### src/rtl/audio_pkg.sv
// Shared constants and parameter legality helpers for the serial audio transmitter.
package audio_pkg;

  // Frame format selector values as seen on the mode input.
  localparam logic AUDIO_MODE_DSP = 1'b0;
  localparam logic AUDIO_MODE_I2S = 1'b1;

  // 12 MHz / 251 gives a sample rate close to 48 kHz.
  localparam int AUDIO_FRAME_DIV_48K = 251;

  function automatic bit audio_sample_w_ok(input int sample_w);
    return (sample_w >= 8) && (sample_w <= 32);
  endfunction

  function automatic bit audio_channels_ok(input int channels);
    return (channels == 1) || (channels == 2);
  endfunction

  // Mode is selected at run time, so the frame must fit both formats.
  function automatic bit audio_frame_div_ok(input int sample_w, input int channels,
                                            input int frame_div);
    return (frame_div >= channels * sample_w + 1) && ((frame_div / 2) >= sample_w + 1);
  endfunction

endpackage

### src/rtl/audio_frame_timer.sv
// Frame position counter: decides load, bit slots, frame pulse and word select.
module audio_frame_timer
  import audio_pkg::*;
#(
  parameter int SAMPLE_W  = 32,
  parameter int CHANNELS  = 2,
  parameter int FRAME_DIV = AUDIO_FRAME_DIV_48K
) (
  input  logic clock_12Mhz,
  input  logic reset_n,
  input  logic mode,
  output logic load,
  output logic shift_en,
  output logic frame_start,
  output logic audio_lrck
);

  localparam int POS_W = $clog2(FRAME_DIV);
  localparam int HALF  = FRAME_DIV / 2;

  localparam logic [POS_W-1:0] POS_LAST  = POS_W'(FRAME_DIV - 1);
  localparam logic [POS_W-1:0] POS_HALF  = POS_W'(HALF);
  localparam logic [POS_W-1:0] DSP_END   = POS_W'(CHANNELS * SAMPLE_W);
  localparam logic [POS_W-1:0] LEFT_END  = POS_W'(SAMPLE_W);
  localparam logic [POS_W-1:0] RIGHT_BEG = POS_W'(HALF + 1);
  localparam logic [POS_W-1:0] RIGHT_END = POS_W'(HALF + SAMPLE_W);

  logic [POS_W-1:0] pos_reg;
  logic [POS_W-1:0] pos_next;
  logic             mode_reg;
  logic             mode_next;
  logic             lrck_next;

  // Next position and the slot decode for it; outputs always describe the new pos.
  always_comb begin
    load      = (pos_reg == POS_LAST);
    pos_next  = load ? '0 : pos_reg + 1'b1;
    // The frame being entered uses the mode captured at its own load edge.
    mode_next = load ? mode : mode_reg;
    if (mode_next == AUDIO_MODE_I2S) begin
      shift_en  = ((pos_next != '0) && (pos_next <= LEFT_END)) ||
                  ((CHANNELS == 2) && (pos_next >= RIGHT_BEG) && (pos_next <= RIGHT_END));
      lrck_next = (pos_next >= POS_HALF);
    end else begin
      shift_en  = (pos_next != '0) && (pos_next <= DSP_END);
      lrck_next = (pos_next == '0);
    end
  end

  // Position counter plus registered frame pulse and word select.
  always_ff @(negedge clock_12Mhz or negedge reset_n) begin
    if (!reset_n) begin
      pos_reg     <= POS_LAST;
      mode_reg    <= AUDIO_MODE_DSP;
      frame_start <= 1'b0;
      audio_lrck  <= 1'b0;
    end else begin
      pos_reg     <= pos_next;
      mode_reg    <= mode_next;
      frame_start <= (pos_next == '0);
      audio_lrck  <= lrck_next;
    end
  end

endmodule

### src/rtl/audio_serializer_tx.sv
// Serial audio transmitter: sample holding register, MSB-first shifter, underrun flag.
module audio_serializer_tx
  import audio_pkg::*;
#(
  parameter int SAMPLE_W  = 32,
  parameter int CHANNELS  = 2,
  parameter int FRAME_DIV = AUDIO_FRAME_DIV_48K
) (
  input  logic                         clock_12Mhz,
  input  logic                         reset_n,
  input  logic                         mode,
  input  logic [CHANNELS*SAMPLE_W-1:0] sample_data,
  input  logic                         sample_valid,
  output logic                         sample_ready,
  input  logic                         underrun_clr,
  output logic                         audio_lrck,
  output logic                         audio_data,
  output logic                         frame_start,
  output logic                         underrun
);

  localparam int WORD_W = CHANNELS * SAMPLE_W;

  if (!audio_sample_w_ok(SAMPLE_W)) begin : g_bad_sample_w
    $error("audio_serializer_tx: SAMPLE_W must be within 8..32");
  end
  if (!audio_channels_ok(CHANNELS)) begin : g_bad_channels
    $error("audio_serializer_tx: CHANNELS must be 1 or 2");
  end
  if (!audio_frame_div_ok(SAMPLE_W, CHANNELS, FRAME_DIV)) begin : g_bad_frame_div
    $error("audio_serializer_tx: FRAME_DIV too small for DSP or I2S framing");
  end

  logic [WORD_W-1:0] hold_reg;
  logic              hold_full_reg;
  logic [WORD_W-1:0] shift_reg;
  logic              first_load_reg;
  logic              load;
  logic              shift_en;
  logic              accept;

  assign sample_ready = !hold_full_reg;
  assign accept       = sample_valid && !hold_full_reg;

  audio_frame_timer #(
    .SAMPLE_W  (SAMPLE_W),
    .CHANNELS  (CHANNELS),
    .FRAME_DIV (FRAME_DIV)
  ) u_timer (
    .clock_12Mhz (clock_12Mhz),
    .reset_n     (reset_n),
    .mode        (mode),
    .load        (load),
    .shift_en    (shift_en),
    .frame_start (frame_start),
    .audio_lrck  (audio_lrck)
  );

  // Single-entry holding register; emptied by the frame load, filled by a handshake.
  always_ff @(negedge clock_12Mhz or negedge reset_n) begin
    if (!reset_n) begin
      hold_reg      <= '0;
      hold_full_reg <= 1'b0;
    end else if (load && hold_full_reg) begin
      hold_full_reg <= 1'b0;
    end else if (accept) begin
      hold_reg      <= sample_data;
      hold_full_reg <= 1'b1;
    end
  end

  // Shift register: loaded at frame start, shifted out MSB first in active slots.
  always_ff @(negedge clock_12Mhz or negedge reset_n) begin
    if (!reset_n) begin
      shift_reg  <= '0;
      audio_data <= 1'b0;
    end else if (load) begin
      shift_reg  <= hold_full_reg ? hold_reg : '0;
      audio_data <= 1'b0;
    end else if (shift_en) begin
      shift_reg  <= {shift_reg[WORD_W-2:0], 1'b0};
      audio_data <= shift_reg[WORD_W-1];
    end else begin
      audio_data <= 1'b0;
    end
  end

  // Sticky underrun; the load straight after reset is exempt, and set beats clear.
  always_ff @(negedge clock_12Mhz or negedge reset_n) begin
    if (!reset_n) begin
      first_load_reg <= 1'b1;
      underrun       <= 1'b0;
    end else begin
      if (load) begin
        first_load_reg <= 1'b0;
      end
      if (load && !hold_full_reg && !first_load_reg) begin
        underrun <= 1'b1;
      end else if (underrun_clr) begin
        underrun <= 1'b0;
      end
    end
  end

endmodule
### config.mk
export PLATFORM = sky130hd
export DESIGN_NAME = audio_serializer_tx
export DESIGN_NICKNAME = d
export VERILOG_FILES = /design/src/rtl/audio_pkg.sv /design/src/rtl/audio_frame_timer.sv /design/src/rtl/audio_serializer_tx.sv
export SDC_FILE = /design/constraint.sdc
export NUM_CORES = 1
export LEC_CHECK = 0
export CAP_MARGIN = 5
export CORE_ASPECT_RATIO = 0.8
export CORE_MARGIN = 1.5
export CORE_UTILIZATION = 55
export DETAILED_ROUTE_END_ITERATION = 8
export GPL_TIMING_DRIVEN = 0
export MAX_ROUTING_LAYER = met4
export PLACE_DENSITY = 0.83
export SETUP_SLACK_MARGIN = 0.4
export SYNTH_ARGS = -nofsm -noshare
export SYNTH_HDL_FRONTEND = slang
export SYNTH_HIERARCHICAL = 1
export SYNTH_SLANG_ARGS = --single-unit
### constraint.sdc
create_clock -name clock_12Mhz -period 5.1 [get_ports clock_12Mhz]
set_input_delay 1.02 -clock clock_12Mhz [delete_from_list [all_inputs] [get_ports clock_12Mhz]]
set_output_delay 1.02 -clock clock_12Mhz [all_outputs]
set_load 0.03 [all_outputs]
==> results of run 1 <==
==> timing repair <==
action / CTS / global route
gates cloned: 4 / 0
gates resized for setup: 49 / 22
endpoints found under the setup margin: 70 / 70
pin swaps: 32 / 7
buffers inserted: 8 / 1
==> final timing paths <==
path                                      end
max                             shift_reg[39]
min                             shift_reg[48]
max reg2reg                     shift_reg[39]
min reg2reg                     shift_reg[48]
max in group asynchronous  u_timer/pos_reg[7]
min in group asynchronous       shift_reg[10]
==> per-layer routing <==
layer,routed length [µm],share of wire,vias to the layer above,global-route usage
met5,0,0,-,-
met4,159,0.012,0,0.0698
met3,628,0.047,20,0.0625
met2,6670,0.50,123,0.399
met1,5850,0.44,1984,0.316
li1,-,-,1826,-
==> stage by stage <==
| step | util | std cells | hold WS (ns) |
|---|---|---|---|
| floorplan | - | 429 | 0.413 |
| global placement | 0.661 | 646 | 0.427 |
| detailed placement | 0.663 | 647 | 0.432 |
| CTS | 0.742 | 696 | 0.431 |
| global route | 0.753 | 697 | 0.453 |
| finish | 0.753 | 697 | 0.426 |
==> kinds of logic (layout without fill, tap and decap cells) <==
group,count (synthesis),in the layout
buf+inv,40,164
simple gates,31,31
compound gates,81,81
mux,128,128
flops,143,143
xor+xnor,4,4
fa+ha+maj,2,2
==> cell type report <==
class | instances | area, µm²
multi-input cells | 246 | 2630
repair buffers | 87 | 963
clock inverters | 20 | 150
flip-flops and latches | 143 | 3590
plain buffers | 29 | 295
clock buffers | 19 | 454
inverters | 9 | 33.8
fillers | 654 | 2720
well taps | 144 | 180
==> power groups by stage <==
stage | Combinational (mW) | Sequential, mW | Clock, mW
after floorplan | 0.281 | 1.45 | 0.0110
after global placement | 0.369 | 1.50 | 0.0110
after detailed placement | 0.388 | 1.50 | 0.0110
after CTS | 0.394 | 1.49 | 1.24
after global routing | 0.423 | 1.52 | 1.31
final | 0.392 | 1.50 | 1.23
==> cells in the mapped netlist (all sizes together) (2+ instances only) <==
library cell and number:
a21oi 3, a41oi 2, buf 22, clkbuf 7, dfrtn 136, dfstp 7, ha 2, inv 11
mux2 64, mux2i 64, nand2 5, nand3 4, nor2 5, nor2b 2, nor3 3, o21a 2
o21ai 3, o2bb2ai 62, or3 4, xor2 3
==> qor.csv, run 1 <==
stage;metric;value;unit
die;fp.dieH;98.9;µm
synth;synth_compound_area_frac;0.109;
clock_tree;cts_tree;built;
grt;grt_usage;0.249;
synth;synth_area_leaders;dfrtn_1 54%, mux2_4 12%, mux2i_1 10%, o2bb2ai_1 8.6%, dfstp_2 2.9%;
clock_tree;clk_latency;0.44;ns
clock_tree;cts_made_buffers;17;
power;irDropWorstVdd;0.273;mV
layout;final_area;0.00830;mm²
power;net-switching-power;0.763;mW
power;p_leak;4.02;nW
layout;area_growth;31.4;%
synth;synth_edf_count;0;
synth;yosys.area.top_type;dfrtn_1;
timing;tns;-0.0527;ns
grt;grt_max_degree;74;
synth;synth_nets;500;
synth;synth.top_cell.area_share;0.539;
worst_setup_path;crit_required;2.77;ns
worst_setup_path;worst_ep_arrival_time;2.80;ns
power;power_frac_clock;0.393;
power;combPwrFrac;0.126;
layout;antenna_cells;0;
die;start_util;0.573;
detailed_routing;via_count;3953;
power;seq_power_share;0.481;
synth;synth_mux_area_frac;0.245;
outcome;status;finished, violations left;
synth;synth-xor-area-share;0.00555;
placed_design;numPortBuffers;73;
worst_setup_path;cp_num_buf_inv;4;
timing;fin_ws;-0.0297;ns
timing;setup_viol;3;
clock_tree;cts_sinks;143;
detailed_routing;routed_wl;13.3;mm
worst_setup_path;endpoint_kind;register;
detailed_routing;dr.first_iter.drc_count;247;
synth;synthSimpleGateAreaFrac;0.0327;
worst_setup_path;cp-startpoint;mode;
detailed_routing;post-route-drc-count;0;
placed_design;dpl.hpwl;8.24;mm
grt;grt_overflow;0;
worst_setup_path;worst-setup-path-type;input pin to register;
detailed_routing;first_pass_iters;4;
grt;antenna_found_initial;0;
worst_setup_path;critPathLaunchType;input pin;
placed_design;pre_cts_ws;-0.870;ns
worst_setup_path;reg2regPathDepth;12;
grt;grt_pass1_wl;22.4;mm
synth;synthFlopType;dfrtn_1;
detailed_routing;vias_per_cell;5.67;
synth;yosysSeqAreaShare;0.568;
job;drv_cap;0;
clock_tree;cts_htree_levels;4;
synth;synth_area_per_cell;14.7;µm²
clock_tree;cts_hold_buf;0;
worst_setup_path;cp_slowest_stage_delay;0.33;ns
power;powerDensity;376;mW/mm²
power;swShare;0.245;
synth;synth_fa_ha_area_frac;0.00396;
clock_tree;clock_path_buffers;2;
clock_tree;path_clk_slew;0.05;ns
power;p_total;3.12;mW
die;die_w;123;µm
die;die_area;0.0121;mm²
timing;slew_violations;0;
timing;max_slew_margin;0.565;
layout;mostFrequentLayoutCells;136 x dfrtn_1, 66 x clkdlybuf4s50_1, 59 x o2bb2ai_1;
worst_setup_path;cp_max_fo;10;
synth;synth.distinct_cells;46;
die;core;0.0110;mm²
detailed_routing;antenna_left;0;
worst_setup_path;r2r_setup_slack;1.65;ns
synth;syn_area;0.00632;mm²
worst_setup_path;worst_path_dominant_cell_family;simple AND/OR/NAND/NOR gates;
layout;num-nets-final;611;
die;placementRows;34;
outcome;violations;negative setup slack;
synth;synthArstFlopShare;1.00;
worst_hold_path;hp-start;hold_reg[48];
detailed_routing;routedWlPerCell;19.1;µm
timing;finalHoldViolCount;0;
layout;final_common_cell;dfrtn_1;
worst_hold_path;hold_path.class;register to register;
placed_design;dpl_cell_area;0.00731;mm²
layout;drive_gt1_frac;0.318;
worst_setup_path;cpMaxStageDelayCell;or3_4;
timing;clock_skew;0.0535;ns
placed_design;finalWeightedCongestion;0.856;
timing;tightestPinTransition;0.653;ns
timing;rsz0062_at_grt;true;
worst_setup_path;path_cells;buf_6 > mux2i_4 > inv_2 > or3_4 > a211oi_2 > or3_4 > buf_12 > buf_12 > mux2i_1 > o2bb2ai_1;
worst_setup_path;path_depth;10;
clock_tree;cts-root-buf;clkbuf_16;
synth;syn_inst;429;
synth;yosys_warnings;6;
worst_setup_path;r2r_start;u_timer/pos_reg[1];
synth;synth_top_family_by_area;multiplexers;
power;p_int;2.35;mW
synth;synth-seq-cells;143;
die;ioPinCount;74;
worst_hold_path;holdPathStages;1;
grt;grt_pass1_vias;4312;
Power figures use the tool's default switching activity.
==> run 2: changes to the inputs <==
--- a/config.mk
+++ b/config.mk
@@ -8,11 +8,12 @@
 export CAP_MARGIN = 5
 export CORE_ASPECT_RATIO = 0.8
 export CORE_MARGIN = 1.5
-export CORE_UTILIZATION = 55
+export CORE_UTILIZATION = 50
 export DETAILED_ROUTE_END_ITERATION = 8
+export DONT_BUFFER_PORTS = 1
 export GPL_TIMING_DRIVEN = 0
 export MAX_ROUTING_LAYER = met4
-export PLACE_DENSITY = 0.83
+export PLACE_DENSITY = 0.63
 export SETUP_SLACK_MARGIN = 0.4
 export SYNTH_ARGS = -nofsm -noshare
 export SYNTH_HDL_FRONTEND = slang
==> qor.csv, run 2 (synthesized netlist as in run 1, its figures left out) <==
stage;metric;value;unit
power;powerDensity;415;mW/mm²
outcome;status;finished clean;
detailed_routing;vias_per_cell;5.52;
worst_setup_path;worst_ep_arrival_time;2.68;ns
grt;grt_pass1_wl;20.1;mm
detailed_routing;post-route-drc-count;0;
placed_design;dpl.hpwl;7.39;mm
layout;final_common_cell;dfrtn_1;
layout;area_growth;19.8;%
detailed_routing;routedWlPerCell;18.6;µm
job;drv_cap;0;
worst_setup_path;rr_endpoint;shift_reg[25];
worst_setup_path;critPathLaunchType;input pin;
layout;fin_util;0.618;
clock_tree;cts-root-buf;clkbuf_16;
timing;setup_viol;0;
grt;grt_usage;0.200;
detailed_routing;first_pass_iters;5;
die;die_w;129;µm
placed_design;pre_cts_ws;-0.346;ns
grt;antenna_found_initial;1;
layout;num-nets-final;537;
die;fp.dieH;104;µm
clock_tree;cts_htree_levels;4;
clock_tree;cts_made_buffers;17;
worst_setup_path;r2r_setup_slack;1.71;ns
grt;grt_max_degree;144;
die;start_util;0.516;
die;ioPinCount;74;
die;die_area;0.0133;mm²
timing;max_slew_margin;0.498;
timing;finalHoldViolCount;0;
clock_tree;clk_latency;0.45;ns
timing;rsz0062_at_grt;true;
clock_tree;path_clk_slew;0.05;ns
layout;mostFrequentLayoutCells;136 x dfrtn_1, 61 x o2bb2ai_1, 56 x mux2i_1;
placed_design;finalWeightedCongestion;0.755;
worst_setup_path;reg2regPathDepth;12;
timing;tightestPinTransition;0.749;ns
worst_setup_path;endpoint;shift_reg[25];
power;irDropWorstVdd;0.307;mV
clock_tree;clock_path_buffers;2;
grt;grt_overflow;0;
detailed_routing;via_count;3595;
power;p_leak;3.76;nW
worst_setup_path;cp_max_fo;10;
placed_design;numPortBuffers;0;
timing;slew_violations;0;
clock_tree;cts_sinks;143;
clock_tree;cts_tree;built;
timing;fin_ws;0.0910;ns
clock_tree;cts_hold_buf;0;
worst_setup_path;endpoint_kind;register;
worst_setup_path;crit_required;2.77;ns
worst_setup_path;r2r_start;u_timer/pos_reg[1];
worst_setup_path;cp-startpoint;mode;
worst_setup_path;worst-setup-path-type;input pin to register;
die;core;0.0123;mm²
layout;drive_gt1_frac;0.340;
grt;grt_pass1_vias;3865;
timing;clock_skew;0.0611;ns
detailed_routing;routed_wl;12.1;mm
detailed_routing;dr.first_iter.drc_count;144;
die;placementRows;36;
layout;fillCellCount;958;
worst_hold_path;hold_path.class;register to register;
detailed_routing;antenna_left;0;
run 2: final cells by class:
type                            count  area [µm²]  share of cell area
Inverter                            9        33.8             0.00446
Antenna cell                        1        2.50            0.000331
Sequential cell                   143        3590               0.474
Multi-Input combinational cell    246        2610               0.344
Clock inverter                     21         231              0.0306
Clock buffer                       18         429              0.0567
Timing Repair Buffer               13         185              0.0245
Buffer                             29         280              0.0370
Tap cell                          171         214              0.0283
run 2: worst min-delay path by stage:
stage                 startpoint             to  slack (ns)  cells past startpoint
floorplan           hold_reg[48]  shift_reg[48]        0.41                      1
global placement    hold_reg[22]  shift_reg[22]        0.42                      1
detailed placement  hold_reg[59]  shift_reg[59]        0.43                      1
CTS                 hold_reg[59]  shift_reg[59]        0.43                      1
global route        hold_reg[22]  shift_reg[22]        0.45                      1
finish              hold_reg[52]  shift_reg[52]        0.43                      1
run 2: timing repair:
action	4_1_cts	5_1_grt
endpoints found under the hold margin	0	0
endpoints found under the setup margin	65	64
pin swaps	11	21
gates resized for setup	15	20
gates cloned	1	3
setup buffers	6	3
run 2: through the flow:
step / area [µm²] / setup TNS [ns] / power, mW / std cells / hold WS, ns
6_report: 7570 / 0 / 3.14 / 651 / 0.431
3_3_place_gp: 6580 / -18.14 / 1.80 / 600 / 0.423
3_5_place_dp: 6580 / -18.69 / 1.81 / 600 / 0.431
4_1_cts: 7370 / 0 / 3.17 / 644 / 0.431
2_1_floorplan: 6370 / -4.55 / 1.74 / 429 / 0.413
5_1_grt: 7570 / 0 / 3.27 / 651 / 0.450
run 2: power by group:
group / internal, mW / leakage, nW / total, mW / switching (mW)
Clock: 0.836 / 0.345 / 1.35 / 0.512
Sequential: 1.35 / 1.82 / 1.48 / 0.129
Combinational: 0.236 / 1.60 / 0.307 / 0.0703
run 2: worst max-delay path, stage by stage:
cell and delay [ns]:
mux2i_4 0.17, inv_2 0.06, or3_4 0.35, a211oi_4 0.22, or3_4 0.22, buf_12 0.16, buf_12 0.15, mux2i_2 0.21
o2bb2ai_1 0.10
run 2: layer usage:
metal	track usage	wire, µm
met1	0.267	5840
met2	0.299	5710
met3	0.0522	441
met4	0.0650	122
met5	-	0
==> run 3: changes to the inputs <==
--- a/config.mk
+++ b/config.mk
@@ -11,9 +11,10 @@
 export CORE_UTILIZATION = 50
 export DETAILED_ROUTE_END_ITERATION = 8
 export DONT_BUFFER_PORTS = 1
+export GPL_ROUTABILITY_DRIVEN = 0
 export GPL_TIMING_DRIVEN = 0
 export MAX_ROUTING_LAYER = met4
-export PLACE_DENSITY = 0.63
+export PLACE_DENSITY = 0.74
 export SETUP_SLACK_MARGIN = 0.4
 export SYNTH_ARGS = -nofsm -noshare
 export SYNTH_HDL_FRONTEND = slang
==> qor.csv, run 3 (synthesized netlist as in run 1, its figures left out) <==
stage;metric;value;unit
clock_tree;cts-root-buf;clkbuf_16;
detailed_routing;first_pass_iters;5;
worst_setup_path;endpoint_kind;register;
detailed_routing;via_count;3613;
timing;finalHoldViolCount;0;
layout;num-nets-final;534;
timing;tightestPinTransition;0.574;ns
die;core;0.0123;mm²
clock_tree;cts_sinks;143;
job;drv_cap;0;
placed_design;place_inst;600;
timing;max_slew_margin;0.616;
outcome;status;finished clean;
clock_tree;clk_latency;0.45;ns
die;fp.dieH;104;µm
worst_setup_path;cp_max_fo;5;
worst_setup_path;critPathLaunchType;input pin;
detailed_routing;routed_wl;12.2;mm
placed_design;dpl.hpwl;7.60;mm
detailed_routing;dr.first_iter.drc_count;206;
die;ioPinCount;74;
power;p_total;3.10;mW
timing;clock_skew;0.0554;ns
power;powerDensity;410;mW/mm²
worst_setup_path;crit_required;2.79;ns
grt;grt_overflow;0;
clock_tree;cts_hold_buf;0;
timing;slew_violations;0;
power;irDropWorstVdd;0.275;mV
clock_tree;path_clk_slew;0.04;ns
detailed_routing;vias_per_cell;5.58;
clock_tree;cts_made_buffers;17;
worst_setup_path;worst_ep_arrival_time;2.67;ns
layout;antenna_cells;0;
layout;mostFrequentLayoutCells;136 x dfrtn_1, 59 x o2bb2ai_1, 56 x mux2i_1;
worst_hold_path;hold_path.class;register to register;
die;die_area;0.0133;mm²
clock_tree;cts_htree_levels;4;
placed_design;numPortBuffers;0;
layout;area_growth;19.5;%
detailed_routing;post-route-drc-count;0;
detailed_routing;antenna_left;0;
clock_tree;cts_tree;built;
die;start_util;0.516;
placed_design;dpl_cell_area;0.00658;mm²
grt;grt_max_degree;144;
grt;antenna_found_initial;0;
grt;grt_pass1_vias;3779;
layout;final_area;0.00755;mm²
die;placementRows;36;
power;p_leak;3.77;nW
layout;finalNonFillerCells;647;
die;die_w;129;µm
timing;fin_ws;0.112;ns
detailed_routing;routedWlPerCell;18.8;µm
clock_tree;clock_path_buffers;2;
layout;final_common_cell;dfrtn_1;
placed_design;pre_cts_ws;-0.405;ns
timing;rsz0062_at_grt;true;
grt;grt_pass1_wl;19.8;mm
grt;grt_usage;0.201;
timing;setup_viol;0;
layout;drive_gt1_frac;0.336;
worst_setup_path;worst-setup-path-type;input pin to register;
-- run 3: changes by cell type in the layout (fill, tap and decap cells not counted), moves of 3 or more --
cell / previous run / this run
clkbuf_8: 0 / 4
buf_4: 5 / 2
bufinv_16: 4 / 1
clkbuf_16: 20 / 24
clkinv_4: 4 / 1
inv_6: 3 / 0
inv_4: 0 / 3
-- run 3: what timing repair did --
item / CTS / global route
buffers inserted: 3 / 1
endpoints found under the hold margin: 0 / 0
gates resized for setup: 18 / 14
endpoints found under the setup margin: 66 / 65
pin swaps: 11 / 30
gates cloned: 2 / 4
-- run 3: report_power, final --
part           internal, mW  leakage (nW)  switching (mW)
clock                 0.818         0.348           0.479
combinational         0.235          1.60          0.0679
sequential             1.36          1.82           0.141
total                  2.41          3.77           0.688
-- run 3: critical path: stages --
cell and delay (ns):
mux2i_4 0.20, inv_2 0.06, or3_4 0.33, a211oi_2 0.22, or3_4 0.23, buf_6 0.11
buf_6 0.09, buf_16 0.11, mux2i_1 0.20, o2bb2ai_1 0.10
-- run 3: through the flow --
| step | hold slack, ns | setup TNS (ns) | utilization |
|---|---|---|---|
| global route | 0.468 | 0 | 0.616 |
| floorplan | 0.413 | -4.55 | - |
| finish | 0.437 | 0 | 0.616 |
| global placement | 0.425 | -15.94 | 0.537 |
| detailed placement | 0.433 | -20.59 | 0.537 |
| CTS | 0.435 | 0 | 0.602 |
-- run 3: metal layers --
layer / global-route usage / vias to the layer above / wire, µm
li1: - / 1672 / -
met1: 0.265 / 1841 / 5620
met2: 0.292 / 86 / 5820
met3: 0.0656 / 14 / 619
met4: 0.0690 / 0 / 129
met5: - / - / 0
-- run 3: final cells by class --
type                       instances  area, µm²
clock inverter                    13       87.6
multi-input combinational        246       2590
sequential                       143       3590
tap                              171        214
fill                             914       4700
buffer                            29        280
clock buffer                      26        563
inverter                           9       33.8
timing repair buffer              10        193
-- run 3: path summary, 6_finish.rpt --
| kind | from | to | slack (ns) | cells past startpoint |
|---|---|---|---|---|
| min in group asynchronous | reset_n | hold_reg[33] | 2.76 | 0 |
| worst min-delay path | hold_reg[55] | shift_reg[55] | 0.44 | 1 |
| worst max register to register | u_timer/pos_reg[1] | shift_reg[1] | 1.71 | 13 |
| worst max-delay path | mode | shift_reg[1] | 0.11 | 10 |
| worst min register to register | hold_reg[55] | shift_reg[55] | 0.44 | 1 |
| max in group asynchronous | reset_n | first_load_reg | 2.04 | 0 |
